[config.mk]
export PLATFORM = sky130hd
export DESIGN_NAME = tick_timer_arbiter
export DESIGN_NICKNAME = d
export VERILOG_FILES = /design/src/rtl/tick_timer_pkg.sv /design/src/rtl/tick_timer_arbiter_prescaler.sv /design/src/rtl/tick_timer_arbiter.sv
export SDC_FILE = /design/constraint.sdc
export NUM_CORES = 1
export LEC_CHECK = 0
export ABC_AREA = 0
export BUFFER_PORTS_ARGS = -buffer_cell sky130_fd_sc_hd__buf_4
export CAP_MARGIN = 25
export CORE_MARGIN = 5
export CORE_UTILIZATION = 35
export CTS_CLUSTER_SIZE = 40
export DETAILED_ROUTE_END_ITERATION = 16
export HOLD_SLACK_MARGIN = 0.05
export SETUP_SLACK_MARGIN = 0.4
export SYNTH_ARGS = -nofsm -noshare
export SYNTH_HDL_FRONTEND = slang
export SYNTH_SLANG_ARGS = --single-unit
[constraint.sdc]
create_clock -name i_clock -period 1.79 [get_ports i_clock]
set_input_delay 0 -clock i_clock [delete_from_list [all_inputs] [get_ports i_clock]]
set_output_delay 0 -clock i_clock [all_outputs]
set_load 0.005 [all_outputs]
[src/rtl/tick_timer_pkg.sv]
// Shared types and constants for the tick timer arbiter: FSM states, default
// prescale ratio and requester indices.
package tick_timer_pkg;

    typedef enum logic [1:0] {
        StIdle,
        StRun,
        StDone
    } state_e;

    localparam int unsigned c_IFREQ_DEF = 12000000;
    localparam int unsigned c_TFREQ_DEF = 1000000;
    localparam int unsigned c_PRESC     = c_IFREQ_DEF / c_TFREQ_DEF;

    localparam logic c_REQ_UART = 1'b0;
    localparam logic c_REQ_DBUS = 1'b1;

    function automatic int unsigned presc_width(input int unsigned presc);
        return $clog2(presc);
    endfunction

    function automatic logic [1:0] req_onehot(input logic idx);
        return (idx == c_REQ_DBUS) ? 2'b10 : 2'b01;
    endfunction

    function automatic logic req_other(input logic idx);
        return (idx == c_REQ_UART) ? c_REQ_DBUS : c_REQ_UART;
    endfunction

endpackage

[src/rtl/tick_timer_arbiter_prescaler.sv]
// Prescaler for the shared timer: counts 0..c_DIV-1 while enabled and strobes
// on the last count. Synchronous clear has priority over enable.
module tick_prescaler
    import tick_timer_pkg::*;
#(
    parameter int unsigned c_DIV = c_PRESC
) (
    input  logic i_clock,
    input  logic i_reset_n,
    input  logic i_clear,
    input  logic i_enable,
    output logic o_strobe
);

    localparam int unsigned     c_W    = presc_width(c_DIV);
    localparam logic [c_W-1:0]  c_LAST = c_W'(c_DIV - 1);

    logic [c_W-1:0] cnt_q, cnt_d;

    always_comb begin
        cnt_d = cnt_q;
        if (i_clear) begin
            cnt_d = '0;
        end else if (i_enable) begin
            cnt_d = (cnt_q == c_LAST) ? '0 : cnt_q + c_W'(1);
        end
    end

    always_ff @(posedge i_clock or negedge i_reset_n) begin
        if (!i_reset_n) begin
            cnt_q <= '0;
        end else begin
            cnt_q <= cnt_d;
        end
    end

    assign o_strobe = i_enable && (cnt_q == c_LAST);

endmodule

[src/rtl/tick_timer_arbiter.sv]
// Round-robin arbiter in front of one prescaled down-counter timer shared by the
// UART (0) and D-bus (1) line FSMs; the owner gets a one-cycle o_done on expiry.
module tick_timer_arbiter
    import tick_timer_pkg::*;
#(
    parameter int unsigned c_IFREQ = c_IFREQ_DEF,
    parameter int unsigned c_TFREQ = c_TFREQ_DEF,
    parameter int unsigned c_CNTW  = 16
) (
    input  logic              i_clock,
    input  logic              i_reset_n,
    input  logic [1:0]        i_req,
    input  logic [c_CNTW-1:0] i_len0,
    input  logic [c_CNTW-1:0] i_len1,
    output logic [1:0]        o_grant,
    output logic [1:0]        o_done,
    output logic              o_busy,
    output logic              o_tick
);

    localparam int unsigned c_DIV = c_IFREQ / c_TFREQ;

    state_e            state_q, state_d;
    logic [c_CNTW-1:0] cnt_q, cnt_d;
    logic              owner_q, owner_d;
    logic              ptr_q, ptr_d;
    logic [1:0]        grant_q, grant_d;
    logic [1:0]        done_q, done_d;
    logic              busy_q;
    logic              presc_clear, presc_en, tick;
    logic              winner;
    logic [c_CNTW-1:0] win_len;
    logic              expire;

    tick_prescaler #(
        .c_DIV (c_DIV)
    ) u_prescaler (
        .i_clock   (i_clock),
        .i_reset_n (i_reset_n),
        .i_clear   (presc_clear),
        .i_enable  (presc_en),
        .o_strobe  (tick)
    );

    assign winner  = i_req[ptr_q] ? ptr_q : req_other(ptr_q);
    assign win_len = (winner == c_REQ_DBUS) ? i_len1 : i_len0;
    assign expire  = tick && (cnt_q == c_CNTW'(1));

    always_comb begin
        state_d     = state_q;
        cnt_d       = cnt_q;
        owner_d     = owner_q;
        ptr_d       = ptr_q;
        grant_d     = grant_q;
        done_d      = 2'b00;
        presc_clear = 1'b0;
        presc_en    = 1'b0;
        unique case (state_q)
            StIdle: begin
                presc_clear = 1'b1;
                grant_d     = 2'b00;
                if (|i_req) begin
                    owner_d = winner;
                    grant_d = req_onehot(winner);
                    cnt_d   = win_len;
                    if (win_len == '0) begin
                        state_d = StDone;
                        done_d  = req_onehot(winner);
                    end else begin
                        state_d = StRun;
                    end
                end
            end
            StRun: begin
                presc_en = 1'b1;
                // Expiry beats a request drop landing on the same tick.
                if (expire) begin
                    state_d = StDone;
                    cnt_d   = '0;
                    done_d  = req_onehot(owner_q);
                end else if (!i_req[owner_q]) begin
                    state_d = StIdle;
                    cnt_d   = '0;
                    grant_d = 2'b00;
                    ptr_d   = req_other(owner_q);
                end else if (tick) begin
                    cnt_d = cnt_q - c_CNTW'(1);
                end
            end
            StDone: begin
                presc_clear = 1'b1;
                state_d     = StIdle;
                grant_d     = 2'b00;
                ptr_d       = req_other(owner_q);
            end
            default: begin
                state_d = StIdle;
                grant_d = 2'b00;
            end
        endcase
    end

    always_ff @(posedge i_clock or negedge i_reset_n) begin
        if (!i_reset_n) begin
            state_q <= StIdle;
            cnt_q   <= '0;
            owner_q <= c_REQ_UART;
            ptr_q   <= c_REQ_UART;
            grant_q <= 2'b00;
            done_q  <= 2'b00;
            busy_q  <= 1'b0;
        end else begin
            state_q <= state_d;
            cnt_q   <= cnt_d;
            owner_q <= owner_d;
            ptr_q   <= ptr_d;
            grant_q <= grant_d;
            done_q  <= done_d;
            busy_q  <= (state_d != StIdle);
        end
    end

    assign o_grant = grant_q;
    assign o_done  = done_q;
    assign o_busy  = busy_q;
    assign o_tick  = tick;

endmodule

==> out/metrics.yaml <==
drt_iter0_drc: 151
route.vias.total: 2072
post_synth_num_cell_types: 55
synth_nets: 248
wire_per_inst_um: 17.74
crit_fanout: 6
row_count: 27
drv_slew: 0
synthCells: 209
cts.clk_slew.worst_paths_ps: 70
regArea_um2: 725.7
path_cells: "ha_4 > nor4b_4 > and4_4 > a21o_4 > buf_4 > buf_6 > o221a_2 > a21oi_2"
layout.nets: 337
synth_top_area_cell: "dfrtp_1"
cts_tree: "done"
layout_commonest_cell: "buf_4"
ant_nets: 0
drive_gt1_share_pct: 51.51
synth_area_leaders: "dfrtp_1, mux2i_1, a22o_1, nor4_1, o21ai_0"
ys_seq_elements: 29
met3_length_um: 305
routed_wl_um: 6581
dp_hpwl_um: 4659
avgSynthCellArea_um2: 9.483
ios: 42
drc: 0
chipHeight_um: 85.25
p_leak_uw: 0.001396
cts-buffers-inserted: 5
cp.arrival_ps: 2050
fin_crit_ps: 1829
whs_ps: 146.5
switching_share_pct: 39.89
tightest_slew_ps: 628.4
finalWorstSetupSlack_ps: -38.64
syn_area_um2: 1982
pre_cts_ws_ps: -97.24
p_clk_share_pct: 16.0
firstDrtPassIters: 4
root_buffer: "clkbuf_8"
min_path_type: "in2reg"
htreeDepth: 2
cts.path.max_buffers: 2
finalInstanceArea_um2: 3168
max-vdd-ir-drop_mv: 0.7446
max_stage_delay_ps: 420
critPathKind: "reg2reg"
violations: "negative setup slack"
hold_violations: 0
skew_ps: 8.146
status: "finished, violations left"
crit_path_top_delay_cell: "dfrtp_1"
power.density_nw_per_um2: 1622
p_sw_uw: 2050
timing.fmax_mhz: 546.9
dieArea_um2: 7268
rsz0062_at_grt: "true"
worst_setup_path_start_kind: "flop"
power_uw: 5138
slew-limit-headroom_pct: 58.10
ys.flop_type: "dfrtp_1"
antenna_found_initial: 0
die_w_um: 85.25
start_util_pct: 35.99
post_dp_cell_area_um2: 2629
power.share.combinational_pct: 61.2
fin_crit_sh_pct: 102.2
fillers: 466
coreArea_um2: 5507
grt_start_max_net_pins: 30
grt_use_total_pct: 18.43
yosys_warnings: 0
p_int_uw: 3088
final_cell_mix: "buf_4, dfrtp_1, mux2i_1"
grt_pass1_vias: 2121
highest_layer: "met4"
gp_congestion: 0.9017
drt-met1-wl_um: 2858
ys_seq_area_share_pct: 36.62
n_antenna_cell: 0
drv_cap: 0
power_frac_seq_pct: 22.9
synth_edf_count: 0
clock-sinks: 29
finalSetupViolations: 7
multi_input_area_um2: 1439
worstSkewPairLatency_ps: 290
critPathRequiredTime_ps: 2010
grt_pass1_wl_um: 10530
endpoint_kind: "flop"
synth_top_cell_area_share_pct: 36.62
via_per_inst: 5.585
io_buffer_count: 41
ys_async_sr_fraction_pct: 100.0
area.growth.synth_to_final_pct: 59.85
grt-ovfl-total: 0
route.met2.wl_um: 3293
[registers in the layout, indices dropped and copies added (netlist names)]
register / cells
o_busy: 1
ptr_q: 1
o_grant: 2
u_prescaler.cnt_q: 4
o_done: 2
state_q: 2
owner_q: 1
cnt_q: 16
[cell type report]
type | count | share of cell area [%]
clock buffers | 5 | 2.172
clock inverters | 3 | 2.054
inverters | 6 | 0.7109
multi-input cells | 162 | 45.42
flip-flops and latches | 29 | 22.91
well taps | 72 | 2.844
repair buffers | 94 | 23.89
[power by group through the flow]
stage / registers, uW / clock network, uW / logic, uW
2_1_floorplan: 1130 / 0 / 1570
3_3_place_gp: 1120 / 0 / 2440
3_5_place_dp: 1130 / 0 / 2470
4_1_cts: 1150 / 836 / 2830
5_1_grt: 1200 / 862 / 3380
6_report: 1180 / 820 / 3140
[worst max-delay path, delay by kind of cell (launching register included)]
family / cells / cell delay, ps
fa+ha+maj: 1 / 180
buf+inv: 2 / 260
compound gates: 3 / 620
simple gates: 2 / 280
flops: 1 / 420
[worst paths after layout]
| kind | startpoint | end | slack, ps | cells after the start |
|---|---|---|---|---|
| max in group asynchronous | i_reset_n | cnt_q[2] | 1310 | 2 |
| setup reg to reg | cnt_q[0] | cnt_q[0] | -40 | 8 |
| setup / recovery | cnt_q[0] | cnt_q[0] | -40 | 8 |
| hold reg to reg | o_grant[1] | o_grant[1] | 490 | 1 |
| hold / removal | i_len1[13] | cnt_q[13] | 150 | 4 |
| min in group asynchronous | i_reset_n | o_done[0] | 190 | 2 |
[synth_stat cells, types with 2 or more instances]
cell type	number
o32a_2	2
buf_6	2
nand4_1	4
nor2b_1	5
o21ai_0	12
o21ai_1	5
nor3_1	9
buf_4	2
a21boi_0	2
nand2b_1	4
dfrtp_1	29
o22ai_1	7
a2bb2oi_1	2
buf_2	2
nor4_1	11
nor2_1	13
mux2i_1	16
ha_1	3
clkbuf_1	3
a22o_1	8
nand2_1	9
a21oi_1	7
o221a_2	2
inv_1	6
o211ai_1	2
and2_1	3
a21o_1	3
o32ai_1	4
nand3_1	3
o2bb2ai_1	4
[timing repair]
item                                    in CTS  in global routing
gates cloned                                 1                  0
resized for setup                           46                 21
hold buffers                                 1                  0
endpoints found under the setup margin      26                 26
buffers inserted                             6                  4
pin swaps                                   29                 10
endpoints found under the hold margin       29                  0
[through the flow]
step	util, %	setup TNS [ps]	instances
after floorplan	-	-6.300	209
after global placement	47.74	-281.5	351
after detailed placement	47.74	-591.8	351
after CTS	54.76	-57.20	367
after global routing	57.53	-905.3	371
final	57.53	-115.0	371
[kinds of logic after synthesis]
family	share of synthesized area, %
simple gates	20.90
compound gates	24.62
flops	36.62
buf+inv	6.123
mux	9.406
fa+ha+maj	1.894
xor+xnor	0.4420
[metal layers]
| metal | vias up | global-route usage, % |
|---|---|---|
| met2 | 56 | 31.07 |
| met1 | 1015 | 23.54 |
| met5 | - | 0 |
| li1 | 990 | - |
| met3 | 11 | 3.398 |
| met4 | 0 | 6.331 |
No activity file was read; power rests on OpenSTA's default activity.
